$ cat config.mk
export PLATFORM = sky130hd
export DESIGN_NAME = dac4_sweep_ctrl_flat
export DESIGN_NICKNAME = d
export VERILOG_FILES = /design/src/rtl/dac4_ctrl_pkg.sv /design/src/rtl/dac4_sweep_ctrl_if.sv /design/src/rtl/dac4_dwell_timer.sv /design/src/rtl/dac4_sweep_ctrl.sv /design/src/flat_wrapper.sv
export SDC_FILE = /design/constraint.sdc
export NUM_CORES = 1
export LEC_CHECK = 0
export CAP_MARGIN = 10
export CORE_ASPECT_RATIO = 2
export CORE_MARGIN = 1
export CORE_UTILIZATION = 50
export CTS_BUF_LIST = sky130_fd_sc_hd__clkbuf_16
export DETAILED_ROUTE_END_ITERATION = 7
export DONT_BUFFER_PORTS = 1
export GPL_TIMING_DRIVEN = 1
export SYNTH_ARGS = -nofsm -noshare
export SYNTH_HDL_FRONTEND = slang
export SYNTH_HIERARCHICAL = 1
export SYNTH_SLANG_ARGS = --single-unit
$ cat constraint.sdc
create_clock -name clk -period 3.35 [get_ports clk]
set_input_delay 0.335 -clock clk [delete_from_list [all_inputs] [get_ports clk]]
set_output_delay 0.335 -clock clk [all_outputs]
set_load 0.05 [all_outputs]
$ cat src/rtl/dac4_ctrl_pkg.sv
// dac4 sweep controller shared types.
// Mode encodings, FSM states, default widths.
package dac4_ctrl_pkg;

  localparam int CODE_W_DEF = 4;
  localparam int DIV_W_DEF  = 8;

  typedef enum logic [1:0] {
    MODE_UP_ONCE   = 2'd0,
    MODE_SAW       = 2'd1,
    MODE_TRI       = 2'd2,
    MODE_DOWN_ONCE = 2'd3
  } mode_e;

  typedef enum logic [1:0] {
    IDLE = 2'd0,
    UP   = 2'd1,
    DOWN = 2'd2
  } state_e;

endpackage

$ cat src/rtl/dac4_sweep_ctrl_if.sv
// dac4 sweep controller control/status bundle.
// master = register side, slave = sequencer.
interface dac4_sweep_ctrl_if #(
  parameter int CODE_W = 4,
  parameter int DIV_W  = 8
);
  logic              start;
  logic              stop;
  logic [1:0]        mode;
  logic [CODE_W-1:0] code_lo;
  logic [CODE_W-1:0] code_hi;
  logic [DIV_W-1:0]  dwell;
  logic [CODE_W-1:0] code;
  logic              step_stb;
  logic              period_stb;
  logic              busy;
  logic              done;
  logic              cfg_err;

  modport master (
    output start, stop, mode,
    output code_lo, code_hi, dwell,
    input  code, step_stb, period_stb,
    input  busy, done, cfg_err
  );

  modport slave (
    input  start, stop, mode,
    input  code_lo, code_hi, dwell,
    output code, step_stb, period_stb,
    output busy, done, cfg_err
  );
endinterface

$ cat src/rtl/dac4_dwell_timer.sv
// Loadable down-counter for code dwell.
// expire is high in the last cycle of a loaded count.
module dac4_dwell_timer #(
  parameter int DIV_W = 8
) (
  input  logic             clk,
  input  logic             rst,
  input  logic             load,
  input  logic [DIV_W-1:0] load_val,
  output logic             expire
);

  logic [DIV_W-1:0] cnt_q;

  // count down after a load, park at zero
  always_ff @(posedge clk) begin
    if (rst) begin
      cnt_q <= '0;
    end else if (load) begin
      cnt_q <= load_val;
    end else if (cnt_q != '0) begin
      cnt_q <= cnt_q - 1'b1;
    end
  end

  assign expire = (cnt_q == DIV_W'(1));

endmodule

$ cat src/rtl/dac4_sweep_ctrl.sv
// dac4 code sequencer: ramp, sawtooth, triangle.
// Config latched per run, code steps every dwell.
module dac4_sweep_ctrl
  import dac4_ctrl_pkg::*;
#(
  parameter int CODE_W = CODE_W_DEF,
  parameter int DIV_W  = DIV_W_DEF
) (
  input logic              clk,
  input logic              rst,
  dac4_sweep_ctrl_if.slave bus
);

  state_e            state_q, state_n;
  mode_e             mode_q, mode_n;
  logic [CODE_W-1:0] lo_q, lo_n;
  logic [CODE_W-1:0] hi_q, hi_n;
  logic [DIV_W-1:0]  d_q, d_n;
  logic [CODE_W-1:0] code_q, code_n;
  logic              step_q, step_n;
  logic              per_q, per_n;
  logic              busy_q, busy_n;
  logic              done_q, done_n;
  logic              err_q, err_n;
  logic              load;
  logic [DIV_W-1:0]  load_val;
  logic [DIV_W-1:0]  dw_in;
  logic              expire;

  assign dw_in = (bus.dwell == '0) ? DIV_W'(1) : bus.dwell;

  dac4_dwell_timer #(
    .DIV_W (DIV_W)
  ) u_timer (
    .clk      (clk),
    .rst      (rst),
    .load     (load),
    .load_val (load_val),
    .expire   (expire)
  );

  // state, latched config and registered outputs
  always_ff @(posedge clk) begin
    if (rst) begin
      state_q <= IDLE;
      mode_q  <= MODE_UP_ONCE;
      lo_q    <= '0;
      hi_q    <= '0;
      d_q     <= DIV_W'(1);
      code_q  <= '0;
      step_q  <= 1'b0;
      per_q   <= 1'b0;
      busy_q  <= 1'b0;
      done_q  <= 1'b0;
      err_q   <= 1'b0;
    end else begin
      state_q <= state_n;
      mode_q  <= mode_n;
      lo_q    <= lo_n;
      hi_q    <= hi_n;
      d_q     <= d_n;
      code_q  <= code_n;
      step_q  <= step_n;
      per_q   <= per_n;
      busy_q  <= busy_n;
      done_q  <= done_n;
      err_q   <= err_n;
    end
  end

  // next state, next code and strobes
  always_comb begin
    state_n  = state_q;
    mode_n   = mode_q;
    lo_n     = lo_q;
    hi_n     = hi_q;
    d_n      = d_q;
    code_n   = code_q;
    step_n   = 1'b0;
    per_n    = 1'b0;
    done_n   = 1'b0;
    busy_n   = busy_q;
    err_n    = err_q;
    load     = 1'b0;
    load_val = d_q;
    unique case (state_q)
      IDLE: begin
        if (bus.start && !bus.stop) begin
          mode_n = mode_e'(bus.mode);
          lo_n   = bus.code_lo;
          hi_n   = bus.code_hi;
          d_n    = dw_in;
          if (bus.code_lo > bus.code_hi) begin
            err_n = 1'b1;
          end else begin
            err_n    = 1'b0;
            busy_n   = 1'b1;
            step_n   = 1'b1;
            load     = 1'b1;
            load_val = dw_in;
            if (mode_e'(bus.mode) == MODE_DOWN_ONCE) begin
              state_n = DOWN;
              code_n  = bus.code_hi;
            end else begin
              state_n = UP;
              code_n  = bus.code_lo;
            end
          end
        end
      end
      UP: begin
        if (bus.stop) begin
          state_n = IDLE;
          busy_n  = 1'b0;
        end else if (expire) begin
          load = 1'b1;
          if (code_q < hi_q) begin
            code_n = code_q + 1'b1;
            step_n = 1'b1;
          end else if (mode_q == MODE_SAW) begin
            code_n = lo_q;
            per_n  = 1'b1;
            step_n = (lo_q != hi_q);
          end else if (mode_q == MODE_TRI) begin
            if (lo_q == hi_q) begin
              per_n = 1'b1;
            end else begin
              state_n = DOWN;
              code_n  = hi_q - 1'b1;
              step_n  = 1'b1;
            end
          end else begin
            state_n = IDLE;
            busy_n  = 1'b0;
            done_n  = 1'b1;
          end
        end
      end
      DOWN: begin
        if (bus.stop) begin
          state_n = IDLE;
          busy_n  = 1'b0;
        end else if (expire) begin
          load = 1'b1;
          if (code_q > lo_q) begin
            code_n = code_q - 1'b1;
            step_n = 1'b1;
          end else if (mode_q == MODE_TRI) begin
            state_n = UP;
            code_n  = lo_q + 1'b1;
            step_n  = 1'b1;
            per_n   = 1'b1;
          end else begin
            state_n = IDLE;
            busy_n  = 1'b0;
            done_n  = 1'b1;
          end
        end
      end
      default: begin
        state_n = IDLE;
        busy_n  = 1'b0;
      end
    endcase
  end

  assign bus.code       = code_q;
  assign bus.step_stb   = step_q;
  assign bus.period_stb = per_q;
  assign bus.busy       = busy_q;
  assign bus.done       = done_q;
  assign bus.cfg_err    = err_q;

endmodule

$ cat src/flat_wrapper.sv
// flat-port wrapper written by rule: the top's interface ports become plain ports
module dac4_sweep_ctrl_flat import dac4_ctrl_pkg::*;
#(
  parameter int CODE_W = CODE_W_DEF,
  parameter int DIV_W  = DIV_W_DEF
)
  (clk, rst, bus_start, bus_stop, bus_mode, bus_code_lo, bus_code_hi, bus_dwell, bus_code, bus_step_stb, bus_period_stb, bus_busy, bus_done, bus_cfg_err);
  dac4_sweep_ctrl_if #(.CODE_W(CODE_W), .DIV_W(DIV_W)) bus_i ();
  input logic clk;
  input logic rst;
  input wire logic [$bits(bus_i.start)-1:0] bus_start;
  input wire logic [$bits(bus_i.stop)-1:0] bus_stop;
  input wire logic [$bits(bus_i.mode)-1:0] bus_mode;
  input wire logic [$bits(bus_i.code_lo)-1:0] bus_code_lo;
  input wire logic [$bits(bus_i.code_hi)-1:0] bus_code_hi;
  input wire logic [$bits(bus_i.dwell)-1:0] bus_dwell;
  output wire logic [$bits(bus_i.code)-1:0] bus_code;
  output wire logic [$bits(bus_i.step_stb)-1:0] bus_step_stb;
  output wire logic [$bits(bus_i.period_stb)-1:0] bus_period_stb;
  output wire logic [$bits(bus_i.busy)-1:0] bus_busy;
  output wire logic [$bits(bus_i.done)-1:0] bus_done;
  output wire logic [$bits(bus_i.cfg_err)-1:0] bus_cfg_err;
  assign bus_i.start = bus_start;
  assign bus_i.stop = bus_stop;
  assign bus_i.mode = bus_mode;
  assign bus_i.code_lo = bus_code_lo;
  assign bus_i.code_hi = bus_code_hi;
  assign bus_i.dwell = bus_dwell;
  assign bus_code = bus_i.code;
  assign bus_step_stb = bus_i.step_stb;
  assign bus_period_stb = bus_i.period_stb;
  assign bus_busy = bus_i.busy;
  assign bus_done = bus_i.done;
  assign bus_cfg_err = bus_i.cfg_err;
  dac4_sweep_ctrl #(.CODE_W(CODE_W), .DIV_W(DIV_W)) u_core (.clk(clk), .rst(rst), .bus(bus_i));
endmodule
# Yosys cells after proc, flatten, opt, wreduce, memory -nomap -nowiden
# Index checks and enable logic that the tools add are counted.
# op_classes
n_lt_le_gt_ge	3
addsub	5
n_eq_ne	23
n_reduce_logical	12
mux	81
# op_table
cell	count
$mux W4	13
$mux W8	6
$mux W1	43
$mux W2	12
$pmux W4 S3	1
$reduce_and A10 Y1	1
$ne A3 B3 Y1 const B	3
$add A4 B1 Y4 const B	2
$eq A8 B1 Y1 const B	1
$gt A4 B4 Y1	2
$logic_not A8 Y1	1
$reduce_and A8 Y1	1
$reduce_bool A8 Y1	1
$sub A4 B1 Y4 const B	2
$sub A8 B1 Y8 const B	1
$reduce_and A7 Y1	1
$eq A2 B2 Y1 const B	3
$ne A2 B1 Y1 const B	3
$ne A2 B2 Y1 const B	3
$ne A3 B2 Y1 const B	2
$pmux W1 S2	3
$pmux W1 S3	2
$pmux W2 S3	1
$eq A2 B1 Y1 const B	2
other kinds (14)	14
# totals
inputBits	22
ff_bits	37
out_inout_bits	9
elab_cells	136

# Depth between registers and ports, before layout
# Gate-level depths: netlist of run 1.
# logic_depth
word_depth	8
mapped_depth	14

# By module
# Netlist of run 1, hierarchy kept.
# modules_own_cells
mod	area_each_um2	instances	cells_per_inst
dac4_sweep_ctrl	2180.8	1	274
dac4_dwell_timer	508.0	1	53

# Least setup slack after synthesis of run 1
# OpenSTA, ideal clock, no wires.
# synth_path
kind	flip-flop to flip-flop
startpoint	register u_core.u_timer.cnt_q[4]
endpoint	register u_core.u_timer.cnt_q[5]
stages_incl_launch_ff	12
slack_ns	0.711
t_required_ns	3.271
path_buffers	2
arrival_ns	2.560
cell_sequence	dfxtp_1 or4_4 nor4b_1 nor2b_1 nand2_1 a21oi_1 clkbuf_1 nand2b_1 nor4_4 or2_1 buf_6 a211oi_2
# synth_via
elab_chain_len	5
# synth_rtl
element	line	text
start, declared	dac4_dwell_timer.sv:13	logic [DIV_W-1:0] cnt_q;
start signal, assigned	dac4_dwell_timer.sv:20	cnt_q <= load_val;
start signal, assigned	dac4_dwell_timer.sv:22	cnt_q <= cnt_q - 1'b1;
$eq A8 B1 Y1 *	dac4_dwell_timer.sv:26	assign expire = (cnt_q == DIV_W'(1));
via u_core.expire	dac4_sweep_ctrl.sv:28	logic expire;
$mux W1 *	dac4_sweep_ctrl.sv:115, dac4_sweep_ctrl.sv:143	
$mux W1 *	dac4_sweep_ctrl.sv:140	if (bus.stop) begin
$pmux W1 S2 *	dac4_sweep_ctrl.sv:86	unique case (state_q)
via u_core.load	dac4_sweep_ctrl.sv:25	logic load;
$mux W8 / $reduce_bool A2 Y1 (equally long branches)	-	
# Mark *: on every way through the listed nets, which the timed path passes. The rest lies on a longest branch. The select of a mux whose other input is x is not followed.
# A chain may end at the register's enable or synchronous reset.

# Worst setup path after layout of run 1
# layout_path
startpoint	register u_core.u_timer.cnt_q[4]
endpoint	register u_core.u_timer.cnt_q[7]
# The elaborated chain is that of the path after synthesis.

==> results of run 1 <==
==> how the worst min path moves through the flow <==
stage	cells after the start	startpoint	end
floorplan	1	rst	u_core/u_timer/cnt_q[0]$_SDFFE_PP0P_
global placement	1	rst	u_core/u_timer/cnt_q[0]$_SDFFE_PP0P_
detailed placement	1	rst	u_core/u_timer/cnt_q[0]$_SDFFE_PP0P_
CTS	1	rst	u_core/u_timer/cnt_q[0]$_SDFFE_PP0P_
global route	1	rst	u_core/u_timer/cnt_q[1]$_SDFFE_PP0P_
finish	1	rst	u_core/bus.busy$_SDFFE_PP0P_
==> where the power goes <==
group	internal, uW	switching [uW]	leakage [uW]	total [uW]
Sequential	541	134	0.000303	676
Combinational	554	831	0.000776	1380
Clock	268	173	0.0000633	441
==> layer usage <==
layer / wire (um) / GRT usage (%) / vias to the layer above
met2: 3980 / 50.8 / 48
met1: 2520 / 24.9 / 1088
met4: 359 / 15.0 / 0
met5: 0 / 0 / -
met3: 206 / 3.32 / 23
li1: - / - / 1150
==> through the flow <==
step	hold slack, ps	total power, uW
floorplan	404	1760
global placement	410	2050
global route	122	2660
finish	126	2500
detailed placement	413	2060
CTS	123	2510
==> Yosys cell counts, types with 2 or more instances <==
master / count / area (um^2)
or3_1: 2 / 12.5
o211ai_1: 4 / 30.0
nor4_4: 2 / 42.5
a311oi_1: 2 / 17.5
clkbuf_1: 13 / 48.8
a211oi_1: 6 / 45.0
nor3_1: 5 / 25.0
nor2_2: 2 / 12.5
xnor2_1: 11 / 96.3
inv_1: 28 / 105
nor4_1: 2 / 12.5
a211o_1: 3 / 26.3
nor2_1: 19 / 71.3
o41ai_1: 5 / 43.8
a31oi_1: 2 / 12.5
nand3b_1: 3 / 22.5
buf_6: 2 / 22.5
a21o_1: 2 / 15.0
nor2b_1: 3 / 18.8
ha_1: 24 / 300
a22oi_1: 2 / 15.0
mux2_2: 7 / 78.8
a21oi_1: 31 / 155
a211oi_2: 4 / 50.1
a221oi_1: 2 / 17.5
mux2i_1: 9 / 90.1
nand3_1: 5 / 25.0
nand2_1: 47 / 176
xor2_1: 7 / 61.3
nor3b_1: 2 / 15.0
o21a_1: 2 / 15.0
dfxtp_1: 37 / 741
nor4b_1: 2 / 17.5
o21ai_0: 5 / 25.0
==> cell type report <==
type,instances,area (um^2),area share (%)
Clock inverter,2,11.3,0.390
Timing Repair Buffer,10,75.1,2.60
Clock buffer,5,125,4.33
Inverter,29,109,3.77
Tap cell,58,72.6,2.51
Multi-Input combinational cell,244,1760,60.8
Sequential cell,37,741,25.6
==> sequential cells by signal (all words and copies together) (netlist names) <==
| signal | count |
|---|---|
| u_core/bus.code | 4 |
| u_core/bus.cfg_err | 1 |
| u_core/d_q | 8 |
| u_core/bus.period_stb | 1 |
| u_core/lo_q | 4 |
| u_core/mode_q | 2 |
| u_core/state_q | 2 |
| u_core/bus.busy | 1 |
| u_core/bus.done | 1 |
| u_core/hi_q | 4 |
| u_core/bus.step_stb | 1 |
| u_core/u_timer/cnt_q | 8 |
==> cell families after synthesis <==
group / count (synthesis) / share of synthesized area, %
AOI/OAI and AO/OA: 81 / 21.7
xor gates and xnor gates: 18 / 5.86
adders and majority gates: 24 / 11.2
buffers and inverters: 46 / 7.17
DFF: 37 / 27.5
muxes: 16 / 6.28
and+or+nand+nor: 105 / 20.3
==> out/results.txt, run 1 <==
Status: finished clean
Fin. Hold Viols: 0
Commonest register cell after synthesis: dfxtp_1
Htree depth: 2
Post-synth EDFFs: 0
Mapped Cells: 327
Final setup vio count: 0
Layout cells sized above 1: 12.5%
Placement-stage cell area: 2750 um^2
Ys async rst share: 0%
Path length in cells of the critical path: 10
Max-cap violations: 0
Average wire per standard cell: 18.3 um
Die area: 5690 um^2
Final std cells w/o fill: 385
Maximum VDD drop: 701 uV
Buf+Inv Stages, Crit Path: 1
GRT Util Overall: 26.8%
CTS max path bufs: 2
DP HPWL: 5490 um
Startpoint type of the worst setup path: register
Final period utilization: 81.9%
Die width: 53.9 um
Number of vias per cell: 6.00
Number of detailed-route iterations in the first pass: 4
Arr. time, crit path: 2940 ps
# diodes: 0
Yosys warns: 6
Pre-CTS setup slack: 632 ps
Yosys cell types: 59
CP Capture Type: register
Final WL: 7060 um
PD cells: 866 nW/um^2
Worst setup path class: register to register
I/O pins: 31
Std-Cell Rows: 37
Clock Latency Late Sink: 280 ps
Post-cts sizing count: 0
Delay-heaviest family, CP: simple AND/OR/NAND/NOR gates
Post-route setup slack: 605 ps
First-pass GRT wire length: 11000 um
Slew @ Worst Pin: 611 ps
Layout area overhead: 7.45%
Clock transition at path regs: 50 ps
Critical Path Fanout Max: 8
Reg-to-Reg Start: u_core/u_timer/cnt_q[4]$_SDFFE_PP0P_
Number of instances in the placed design: 378
Synthesized area per cell: 8.22 um^2
Post-layout min period: 2750 ps
Number of fill cells: 504
Max Fclk: 364 MHz
# port buffers: 0
Reg2reg path depth: 10
DR vias: 2309
Nets: 373
Detail Route Antenna Nets: 0
Leakage: 0.00114 uW
Iter 0 DRT Violations: 86
Starting density of the core: 52.3%
Clock Skew: 4.63 ps
Worst path slowest cell: or4_4
Final Max Tran Viols: 0
Reg2reg end: u_core/u_timer/cnt_q[7]$_SDFFE_PP0P_
CTS Hold Bufs: 0
Final Cell Area: 2890 um^2
Final setup TNS: 0 ps
CTS root buffer: clkbuf_16
Setup bufs post-CTS: 0
Largest net degree at the start of global routing: 38
Reg2Reg Setup Slack: 600 ps
Initial antenna violation count: 0
Mapped Nets: 373
Commonest non-fill, non-tap cells in the layout: nand2_1 (47), dfxtp_1 (37), a21oi_1 (31)
Worst Hold Class: primary input to register
Clock Sinks: 37
Worst path cell trace: or4_4, nor4b_1, nor2b_1, nand2_1, a21oi_1, buf_4, nand2b_1, nor4_4, or2_1, a211oi_2
Core ar.: 5140 um^2
Commonest non-fill, non-tap cell in the layout: nand2_1
Synth Register Bits: 37
CTS tree: built
Sequential area share after synthesis: 27.5%
Drt drc: 0
Synthesized area: 2690 um^2
CP max stage delay: 580 ps
Crit. Startpoint: u_core/u_timer/cnt_q[4]$_SDFFE_PP0P_
Total CTS buffers: 5
Crit path capture: u_core/u_timer/cnt_q[7]$_SDFFE_PP0P_
Die Y: 106 um
Routability congestion estimate from global placement: 0.951
Final core area utilization: 56.2%
RSZ-0062 raised after global routing: no
Total gr overflow: 0
Required time worst endpoint: 3550 ps
Vias in the first global route: 2292
Rel. slew slack: 59.2%
(Power assumes the default switching activity.)
==> run 2, diff against run 1 <==
Settings changed: PLACE_DENSITY set to 0.68.
Clock period 3.35 ns to 2.5 ns, I/O delays scaled along.
==> out/results.txt, run 2 (synthesized netlist as in run 1, its figures left out) <==
Average wire per standard cell: 19.9 um
CP Capture Type: register
Startpoint type of the worst setup path: register
Vias in the first global route: 2452
Layout area overhead: 11.6%
DR vias: 2381
Final core area utilization: 58.4%
Starting density of the core: 52.3%
Clock transition at path regs: 60 ps
Leakage: 0.00118 uW
Required time worst endpoint: 2710 ps
First-pass GRT wire length: 12200 um
Final setup vio count: 0
Number of fill cells: 477
Power Total: 3670 uW
CTS max path bufs: 2
Largest net degree at the start of global routing: 38
Post-route setup slack: 132 ps
Nets: 377
Arr. time, crit path: 2580 ps
Maximum VDD drop: 905 uV
Total gr overflow: 0
Final WL: 7730 um
Placement-stage cell area: 2780 um^2
Post-layout min period: 2370 ps
GRT Util Overall: 30.5%
Pre-CTS setup slack: 26.3 ps
Htree depth: 2
Layout cells sized above 1: 15.7%
Die Y: 106 um
Core ar.: 5140 um^2
Biggest regs: u_core/d_q (8), u_core/u_timer/cnt_q (8)
Detail Route Antenna Nets: 0
Drt drc: 0
Max Fclk: 422 MHz
Final Cell Area: 3000 um^2
Clock Latency Late Sink: 290 ps
Initial antenna violation count: 0
Iter 0 DRT Violations: 99
Fin. Hold Viols: 0
Std-Cell Rows: 37
CTS tree: built
Commonest non-fill, non-tap cell in the layout: nand2_1
Rel. slew slack: 56.7%
Worst setup path class: register to register
Commonest non-fill, non-tap cells in the layout: nand2_1 (47), dfxtp_1 (37), a21oi_1 (31)
Critical Path Fanout Max: 6
Die width: 53.9 um
Clock Skew: 8.18 ps
Slew @ Worst Pin: 645 ps
DP HPWL: 5740 um
CTS Hold Bufs: 0
CTS root buffer: clkbuf_16
Number of vias per cell: 6.12
# port buffers: 0
Clock Sinks: 37
Final period utilization: 94.7%
Die area: 5690 um^2
Routability congestion estimate from global placement: 0.949
Number of detailed-route iterations in the first pass: 4
# diodes: 0
Status: finished clean
I/O pins: 31
Final Max Tran Viols: 0
Worst Hold Class: primary input to register
Max-cap violations: 0
PD cells: 1220 nW/um^2
Total CTS buffers: 5
## run 2: worst paths after layout
| path | slack [ps] | startpoint | endpoint | depth (start not counted) |
|---|---|---|---|---|
| worst max-delay path | 130 | u_core/u_timer/cnt_q[4]$_SDFFE_PP0P_ | u_core/u_timer/cnt_q[5]$_SDFFE_PP0P_ | 9 |
| worst min-delay path | 40 | rst | u_core/hi_q[2]$_SDFFE_PP0P_ | 1 |
| worst max register to register | 130 | u_core/u_timer/cnt_q[4]$_SDFFE_PP0P_ | u_core/u_timer/cnt_q[5]$_SDFFE_PP0P_ | 9 |
| worst min register to register | 450 | u_core/d_q[4]$_SDFFE_PP0P_ | u_core/d_q[4]$_SDFFE_PP0P_ | 2 |
## run 2: area by class of cell
type / count / area [um^2] / area share (%)
multi-input cells: 244 / 1810 / 60.3
inverters: 29 / 113 / 3.75
well taps: 58 / 72.6 / 2.42
clock buffers: 5 / 125 / 4.17
repair inverters: 1 / 7.51 / 0.250
repair buffers: 13 / 97.6 / 3.25
flip-flops and latches: 37 / 741 / 24.7
clock inverters: 2 / 35.0 / 1.17
## run 2: where the power goes
group	switching, uW	internal (uW)	total (uW)
clock	244	463	707
sequential	197	726	922
combinational	1220	825	2040
total	1660	2010	3670
## run 2: through the flow
stage / setup TNS (ps) / cells / hold WS, ps
after floorplan: 0 / 327 / 319
after global placement: 0 / 381 / 327
after detailed placement: 0 / 381 / 329
after CTS: 0 / 388 / 29.4
after global routing: -24.1 / 389 / 29.5
final: 0 / 389 / 39.1
## run 2: critical path, stage by stage (launching register included)
cell and delay [ps]:
dfxtp_1 330, or4_4 560, nor4b_4 280, nor2b_4 210
nand2_1 60, a21oi_1 190, nand2b_4 170, nor4_4 40
or2_4 300, a211oi_2 150
## run 2: timing repair
action,4_1_cts,5_1_grt
endpoints found under the setup margin,0,11
gates resized for setup,0,9
buffers inserted,0,0
## run 2: metal layers
layer | track usage (%) | part of all wire [%]
met1 | 27.7 | 32
met3 | 9.67 | 5.4
met5 | 0 | 0
met2 | 52.1 | 55
met4 | 22.7 | 7.3
==> run 3, diff against run 2 <==
Settings changed: REMOVE_ABC_BUFFERS set to 1, SKIP_LAST_GASP set to 1.
==> out/results.txt, run 3 (synthesized netlist as in run 1, its figures left out) <==
Status: finished clean
# port buffers: 0
Rel. slew slack: 62.4%
Max-cap violations: 0
Htree depth: 2
DP HPWL: 5610 um
Hold Path Origin: rst
Biggest regs: u_core/d_q (8), u_core/u_timer/cnt_q (8)
Number of fill cells: 483
Largest net degree at the start of global routing: 38
Leakage: 0.00121 uW
Pre-CTS setup slack: -30.5 ps
Die Y: 106 um
Setup bufs post-CTS: 0
Post-route setup slack: 95.9 ps
Met1 Use GR: 26.9%
Nets: 383
Reg-to-Reg Start: u_core/u_timer/cnt_q[4]$_SDFFE_PP0P_
Total CTS buffers: 5
Starting density of the core: 52.3%
Final setup vio count: 0
First-pass GRT wire length: 11700 um
CTS tree: built
Worst Hold Class: primary input to register
GR Util met2: 54.1%
CTS root buffer: clkbuf_16
Post-layout min period: 2400 ps
Commonest non-fill, non-tap cells in the layout: nand2_1 (47), dfxtp_1 (37), a21oi_1 (30)
Number of vias per cell: 5.95
Power Total: 3590 uW
Hold Path Depth: 1
Buf+Inv Stages, Crit Path: 1
Register area: 741 um^2
CP Capture Type: register
Fin. Hold Viols: 0
Final period utilization: 96.2%
Path length in cells of the critical path: 8
Worst setup path class: register to register
Commonest non-fill, non-tap cell in the layout: nand2_1
Routability congestion estimate from global placement: 0.876
Slew @ Worst Pin: 559 ps
Clock Skew: 3.89 ps
Die width: 53.9 um
Worst path slowest cell: or4_4
Layout cells sized above 1: 16.6%
DR vias: 2351
CTS max path bufs: 2
# diodes: 0
Detail Route Antenna Nets: 0
Initial antenna violation count: 0
Final WL: 7230 um
WHS Endpoint: u_core/u_timer/cnt_q[1]$_SDFFE_PP0P_
Clock transition at path regs: 50 ps
Reg2reg end: u_core/bus.code[0]$_SDFFE_PP0P_
Std-Cell Rows: 37
CP max stage delay: 560 ps
Multi-input logic area: 1810 um^2
Drt drc: 0
Die area: 5690 um^2
Met3 GRT Util: 6.35%
Vias in the first global route: 2431
GRT Util Overall: 29.2%
Number of detailed-route iterations in the first pass: 4
I/O pins: 31
Clock Sinks: 37
Arr. time, crit path: 2580 ps
Delay-heaviest family, CP: simple AND/OR/NAND/NOR gates
PD cells: 1190 nW/um^2
Max Fclk: 416 MHz
Required time worst endpoint: 2680 ps
Reg2reg path depth: 8
Startpoint type of the worst setup path: register
Core ar.: 5140 um^2
Total gr overflow: 0
Maximum VDD drop: 815 uV
Average wire per standard cell: 18.3 um
Reg2Reg Setup Slack: 100 ps
Iter 0 DRT Violations: 69
Final Max Tran Viols: 0
Layout area overhead: 12.2%
Worst path cell trace: or4_4, nor4b_4, nor2b_4, buf_4, a21oi_1, nor2_1, o2111ai_4, o41ai_1
GRT Max-Usage Layer: met2
Clock Latency Late Sink: 290 ps
Critical Path Fanout Max: 8
-- run 3: worst max path at each step --
| stage | from | end | slack, ps |
|---|---|---|---|
| after floorplan | u_core/state_q[0]$_SDFFE_PP0P_ | u_core/u_timer/cnt_q[5]$_SDFFE_PP0P_ | -460 |
| after global placement | u_core/u_timer/cnt_q[4]$_SDFFE_PP0P_ | u_core/u_timer/cnt_q[4]$_SDFFE_PP0P_ | 10 |
| after detailed placement | u_core/u_timer/cnt_q[4]$_SDFFE_PP0P_ | u_core/u_timer/cnt_q[4]$_SDFFE_PP0P_ | -30 |
| after CTS | u_core/u_timer/cnt_q[4]$_SDFFE_PP0P_ | u_core/u_timer/cnt_q[5]$_SDFFE_PP0P_ | 70 |
| after global routing | u_core/u_timer/cnt_q[5]$_SDFFE_PP0P_ | u_core/bus.code[3]$_SDFFE_PP0P_ | -4 |
| final | u_core/u_timer/cnt_q[4]$_SDFFE_PP0P_ | u_core/bus.code[0]$_SDFFE_PP0P_ | 100 |
-- run 3: power breakdown --
part / internal [uW] / switching (uW) / leakage (uW)
clock: 357 / 244 / 0.0000685
combinational: 867 / 1220 / 0.000843
sequential: 726 / 179 / 0.000303
-- run 3: stage by stage --
stage / cells / area (um^2) / hold WS (ps) / util (%) / setup TNS, ps
3_3_place_gp: 388 / 2830 / 324 / 55.0 / 0
6_report: 395 / 3020 / 26.4 / 58.7 / 0
2_1_floorplan: 310 / 2610 / 319 / - / -3250
5_1_grt: 395 / 3020 / 20.8 / 58.7 / -4.23
4_1_cts: 395 / 2970 / 26.5 / 57.8 / 0
3_5_place_dp: 388 / 2830 / 327 / 55.0 / -46.0
-- run 3: cell type report --
class | count | share of cell area (%)
sequential | 37 | 24.6
clock inverter | 2 | 0.249
tap | 58 | 2.41
inverter | 29 | 3.65
timing repair buffer | 20 | 4.98
multi-input combinational | 244 | 60.0
clock buffer | 5 | 4.15
-- run 3: metal layers --
layer  part of all wire, %  wire length, um
met4                   4.3              308
met1                    33             2400
met3                   3.2              234
met5                     0                0
met2                    59             4290
-- run 3: repair_timing --
action	in CTS	in global routing
endpoints found under the hold margin	0	0
pin swaps	0	2
gates resized for setup	2	8
hold buffers	0	0
endpoints found under the setup margin	5	10
